==> src/rtl/call_stack_pkg.sv <==
//------------------------------------------------------------------------------
// call_stack_pkg : bit indices and operation encoding for the return-address stack
// Revision: 1.0
//------------------------------------------------------------------------------
`default_nettype none

package call_stack_pkg;

  localparam int STK_PUSH  = 1;
  localparam int STK_POP   = 0;
  localparam int STK_FULL  = 1;
  localparam int STK_EMPTY = 0;

  typedef enum logic [1:0] {
    OP_HOLD    = 2'b00,
    OP_POP     = 2'b01,
    OP_PUSH    = 2'b10,
    OP_REPLACE = 2'b11
  } stack_op_e;

endpackage

`default_nettype wire

==> src/rtl/call_stack_stack_mem.sv <==
//------------------------------------------------------------------------------
// stack_mem : DEPTH x ADDR_WIDTH register file, one sync write, one async read
// Revision: 1.0
//------------------------------------------------------------------------------
`default_nettype none

module stack_mem #(
  parameter int ADDR_WIDTH = 8,
  parameter int DEPTH      = 8,
  parameter int IDX_WIDTH  = $clog2(DEPTH)
) (
  input  logic                  clk,
  input  logic                  i_we,
  input  logic [IDX_WIDTH-1:0]  i_waddr,
  input  logic [ADDR_WIDTH-1:0] i_wdata,
  input  logic [IDX_WIDTH-1:0]  i_raddr,
  output logic [ADDR_WIDTH-1:0] o_rdata
);

  logic [ADDR_WIDTH-1:0] r_mem [DEPTH];

  // Contents are qualified by the stack pointer, so no reset is needed here.
  always_ff @(posedge clk) begin
    if (i_we) begin
      r_mem[i_waddr] <= i_wdata;
    end
  end

  assign o_rdata = r_mem[i_raddr];

endmodule

`default_nettype wire

==> src/rtl/call_stack.sv <==
//------------------------------------------------------------------------------
// call_stack : return-address LIFO between the decoder and the PC mux
// Revision: 1.0
//------------------------------------------------------------------------------
`default_nettype none

module call_stack
  import call_stack_pkg::*;
#(
  parameter  int ADDR_WIDTH = 8,
  parameter  int DEPTH      = 8,
  localparam int SP_WIDTH   = $clog2(DEPTH + 1)
) (
  input  logic                  clk,
  input  logic                  rst,
  input  logic [1:0]            stack_control,
  input  logic [ADDR_WIDTH-1:0] push_addr,
  output logic [1:0]            stack_flags,
  output logic [ADDR_WIDTH-1:0] top_addr,
  output logic [SP_WIDTH-1:0]   level,
  output logic                  overflow,
  output logic                  underflow,
  input  logic                  clr_err
);

  localparam int IDX_WIDTH = $clog2(DEPTH);

  logic [SP_WIDTH-1:0]   r_sp;
  logic                  r_overflow;
  logic                  r_underflow;

  stack_op_e             w_op;
  logic                  w_full;
  logic                  w_empty;
  logic [IDX_WIDTH-1:0]  w_top_idx;
  logic [ADDR_WIDTH-1:0] w_rdata;
  logic                  w_we;
  logic [IDX_WIDTH-1:0]  w_waddr;
  logic [SP_WIDTH-1:0]   w_sp_next;
  logic                  w_ovf_set;
  logic                  w_unf_set;

  assign w_op      = stack_op_e'({stack_control[STK_PUSH], stack_control[STK_POP]});
  assign w_full    = (r_sp == SP_WIDTH'(DEPTH));
  assign w_empty   = (r_sp == '0);
  assign w_top_idx = IDX_WIDTH'(r_sp - SP_WIDTH'(1));

  always_comb begin
    w_we      = 1'b0;
    w_waddr   = IDX_WIDTH'(r_sp);
    w_sp_next = r_sp;
    w_ovf_set = 1'b0;
    w_unf_set = 1'b0;
    case (w_op)
      OP_PUSH: begin
        if (!w_full) begin
          w_we      = 1'b1;
          w_sp_next = r_sp + SP_WIDTH'(1);
        end else begin
          w_ovf_set = 1'b1;
        end
      end
      OP_POP: begin
        if (!w_empty) begin
          w_sp_next = r_sp - SP_WIDTH'(1);
        end else begin
          w_unf_set = 1'b1;
        end
      end
      OP_REPLACE: begin
        // On an empty stack a replace degenerates to a plain push.
        w_we = 1'b1;
        if (w_empty) begin
          w_sp_next = SP_WIDTH'(1);
        end else begin
          w_waddr = w_top_idx;
        end
      end
      default: begin
      end
    endcase
  end

  always_ff @(posedge clk or posedge rst) begin
    if (rst) begin
      r_sp        <= '0;
      r_overflow  <= 1'b0;
      r_underflow <= 1'b0;
    end else begin
      r_sp <= w_sp_next;
      // A new error event outranks a same-cycle clear.
      if (w_ovf_set) begin
        r_overflow <= 1'b1;
      end else if (clr_err) begin
        r_overflow <= 1'b0;
      end
      if (w_unf_set) begin
        r_underflow <= 1'b1;
      end else if (clr_err) begin
        r_underflow <= 1'b0;
      end
    end
  end

  stack_mem #(
    .ADDR_WIDTH (ADDR_WIDTH),
    .DEPTH      (DEPTH),
    .IDX_WIDTH  (IDX_WIDTH)
  ) u_stack_mem (
    .clk     (clk),
    .i_we    (w_we & ~rst),
    .i_waddr (w_waddr),
    .i_wdata (push_addr),
    .i_raddr (w_top_idx),
    .o_rdata (w_rdata)
  );

  assign stack_flags[STK_FULL]  = w_full;
  assign stack_flags[STK_EMPTY] = w_empty;
  assign top_addr               = w_empty ? '0 : w_rdata;
  assign level                  = r_sp;
  assign overflow               = r_overflow;
  assign underflow              = r_underflow;

endmodule

`default_nettype wire

==> config.mk <==
export PLATFORM = sky130hd
export DESIGN_NAME = call_stack
export DESIGN_NICKNAME = d
export VERILOG_FILES = /design/src/rtl/call_stack_pkg.sv /design/src/rtl/call_stack_stack_mem.sv /design/src/rtl/call_stack.sv
export SDC_FILE = /design/constraint.sdc
export NUM_CORES = 1
export LEC_CHECK = 0
export ABC_AREA = 1
export CELL_PAD_IN_SITES_DETAIL_PLACEMENT = 0
export CELL_PAD_IN_SITES_GLOBAL_PLACEMENT = 1
export CORE_MARGIN = 2
export CORE_UTILIZATION = 48
export CTS_CLUSTER_DIAMETER = 200
export DETAILED_ROUTE_END_ITERATION = 16
export PLACE_DENSITY = 0.85
export SYNTH_ARGS = -nofsm -noshare
export SYNTH_HDL_FRONTEND = slang
export SYNTH_SLANG_ARGS = --single-unit
export TNS_END_PERCENT = 1
==> constraint.sdc <==
create_clock -name clk -period 3.85 [get_ports clk]
set_input_delay 0.9625 -clock clk [delete_from_list [all_inputs] [get_ports clk]]
set_output_delay 0.9625 -clock clk [all_outputs]
set_load 0.03 [all_outputs]
==> impl_metrics.toml <==
[worst_hold_path]
hold_start = "overflow"
hold_end = "overflow"
hold-path-cell-count = 2
hold_path.class = "flip-flop to flip-flop"

[sta]
post-route-period-util_pct = 89.8
rsz0062_at_grt = "no"
slew-limit-headroom_pct = 56.1
fin_hold_ws_ns = 0.531
tightestPinTransition_ns = 0.658
clock.fmax_mhz = 289
hold_viol_final = 0
setup_viol = 0
skew_ns = 0.00687
drv_slew = 0
tns_ns = 0
period_needed_ns = 3.46

[route]
vias = 2398
drc = 0
first_pass_iters = 4
drtIter0Drc = 197
routed_wl_um = 7380
drtAntennaViolNets = 0
wire_per_inst_um = 15.9
viasPerCell = 5.17

[clocking]
clk_pin_slew_worst_paths_ns = 0.07
clkSinkCount = 70
cts_tree = "done"
root_buffer = "clkbuf_8"
cts_buffers = 9
post_cts_buffers = 0
htree_levels = 3
cts_buffer_depth = 2
cts_resized = 0
holdBufCountCts = 0
insertion_delay_ns = 0.34

[setup_path]
worst-path-buf-inv = 3
worstReg2RegEnd = "u_stack_mem.r_mem[7][0]"
critPathRequiredTime_ns = 2.89
r2r_setup_slack_ns = 1.18
slowest_stage = "dfrtp_1"
worstPathArrival_ns = 2.49
critPathKind = "flip-flop to output pin"
endpoint_kind = "output pin"
cp_common_cell = "nor2_1"
rr_worst_depth = 8
path_delay_family = "buffers and inverters"
startpoint_type = "flip-flop"
crit_chain = "inv_1 -> ha_1 -> inv_1 -> o21ai_0 -> nor2_1 -> nor2_1 -> nor2_1 -> buf_4"
crit-reg2reg-launch = "level[1]"
critPathMaxStageDelay_ns = 0.51
crit_fanout = 17

[global_route]
grt_pass1_wl_um = 11700
antenna_found_initial = 0
grt_use_total_pct = 21.2
grt_pass1_vias = 2213
grt_max_degree = 39
grt_overflow = 0

[final_layout]
antenna_cells = 0
area_growth_pct = 15.7
nets = 395
fin_cells = 464
drive_gt1_share_pct = 13.3

[placement]
port_buffers = 28
dp_cells = 448
gp_congestion = 0.783
dp_hpwl_um = 4570

[logic_synthesis]
synth_cell_type_count = 21
yosysSeqAreaShare_pct = 62.7
yosys-top-cells-area = "edfxtp_1 (58%), nand2_1 (8.5%), nor2_1 (5.9%)"
syn_inst = 340
yosysTopAreaCell = "edfxtp_1"
yosysWarningCount = 0
synthesis.nets = 356
syn_area_um2 = 3310
synth_top_area_share_pct = 58.1
yosys_register_bits = 70
syn_avg_cell_area_um2 = 9.72

[die]
num_rows = 30
die_x_um = 87.0
initial_core_util_pct = 49.2
die_y_um = 87.0
ioPinCount = 29
core_um2 = 6720
dieArea_um2 = 7570

[pwr]
ir_drop_mv = 0.399
power_leakage_nw = 1.63
p_per_area_nw_per_um2 = 830

[flow_run]
drv_cap = 0

[run_status]
status = "finished, final reports clean"
[layer usage]
metal  track usage, %  routed length (µm)  vias up
met5                0                   0        -
met3             4.93                 359       13
li1                 -                   -     1178
met2             33.4                3530       75
met4             7.81                 122        0
met1             28.8                3360     1132
[per-stage QoR]
step                power (mW)  area (µm²)  util (%)  setup WS (ns)
floorplan                 2.19        3310         -          0.687
global placement          2.70        3670      54.6          0.746
detailed placement        2.71        3670      54.6          0.735
CTS                       3.20        3830      56.9          0.351
global route              3.39        3830      56.9          0.136
finish                    3.17        3830      56.9          0.394
[layout make-up]
type / instances / area, µm²
Inverter: 46 / 176
Sequential cell: 70 / 2070
Clock buffer: 10 / 128
Clock inverter: 6 / 28.8
Tap cell: 80 / 100
Timing Repair Buffer: 43 / 373
Fill cell: 594 / 2890
Multi-Input combinational cell: 209 / 948
[report_power, final]
group          internal [mW]  leakage (nW)  total [mW]  switching (mW)
combinational          0.553         0.897        1.73            1.18
sequential             0.899         0.655       0.951          0.0518
clock                  0.225        0.0786       0.491           0.266
[how the worst max path moves through the flow]
stage / startpoint / endpoint / slack (ns) / depth (start not counted)
after floorplan: level[0] / top_addr[5] / 0.69 / 10
after global placement: level[1] / top_addr[7] / 0.75 / 8
after detailed placement: level[1] / top_addr[7] / 0.74 / 10
after CTS: level[1] / top_addr[7] / 0.35 / 8
after global routing: level[1] / top_addr[7] / 0.14 / 8
final: level[1] / top_addr[7] / 0.39 / 8
[cells in the mapped netlist]
library cell  instances
o21ai_0              30
xnor2_1               1
edfxtp_1             64
inv_1                43
buf_6                 3
nor2_2                2
inv_2                 1
dfrtp_1               6
buf_4                 6
nor2_1               52
nand4_1               1
nand3_1              32
a21oi_1               2
clkinv_2              1
nand2_1              75
buf_2                 6
ha_1                  3
nand2_2               7
nand2_4               2
inv_4                 1
nand3_2               2
[sequential cells by signal, indices dropped and copies added (netlist names)]
signal             flops
level                  4
u_stack_mem.r_mem     64
underflow              1
overflow               1
[tightest hold or removal path: stages, from the launching register on]
cell,delay (ns)
dfrtp_1,0.38
inv_1,0.05
o21ai_0,0.06
[cell usage in the layout (no fill, tap or decap)]
| master | n |
|---|---|
| a21oi_1 | 2 |
| nand3_2 | 2 |
| edfxtp_1 | 64 |
| nor2_2 | 2 |
| clkinv_1 | 3 |
| dfrtp_1 | 6 |
| nor2_1 | 52 |
| clkinv_2 | 3 |
| o21ai_0 | 30 |
| clkinvlp_4 | 1 |
| inv_4 | 1 |
| nand2_4 | 2 |
| inv_1 | 43 |
| ha_1 | 3 |
| buf_4 | 23 |
| nand4_1 | 1 |
| nand2_2 | 7 |
| nand3_1 | 32 |
| inv_2 | 1 |
| clkbuf_1 | 1 |
| clkdlybuf4s50_1 | 20 |
| xnor2_1 | 1 |
| clkbuf_8 | 9 |
| nand2_1 | 75 |
[cells by family (layout without fill, tap and decap cells)]
family | count (synthesis) | count (layout) | synth area share, %
buffers and inverters | 61 | 105 | 8.63
xor gates and xnor gates | 1 | 1 | 0.265
and+or+nand+nor | 173 | 173 | 22.4
AOI/OAI and AO/OA | 32 | 32 | 4.84
DFF | 70 | 70 | 62.7
adders and majority gates | 3 | 3 | 1.14
No activity file was read; power rests on OpenSTA's default activity.
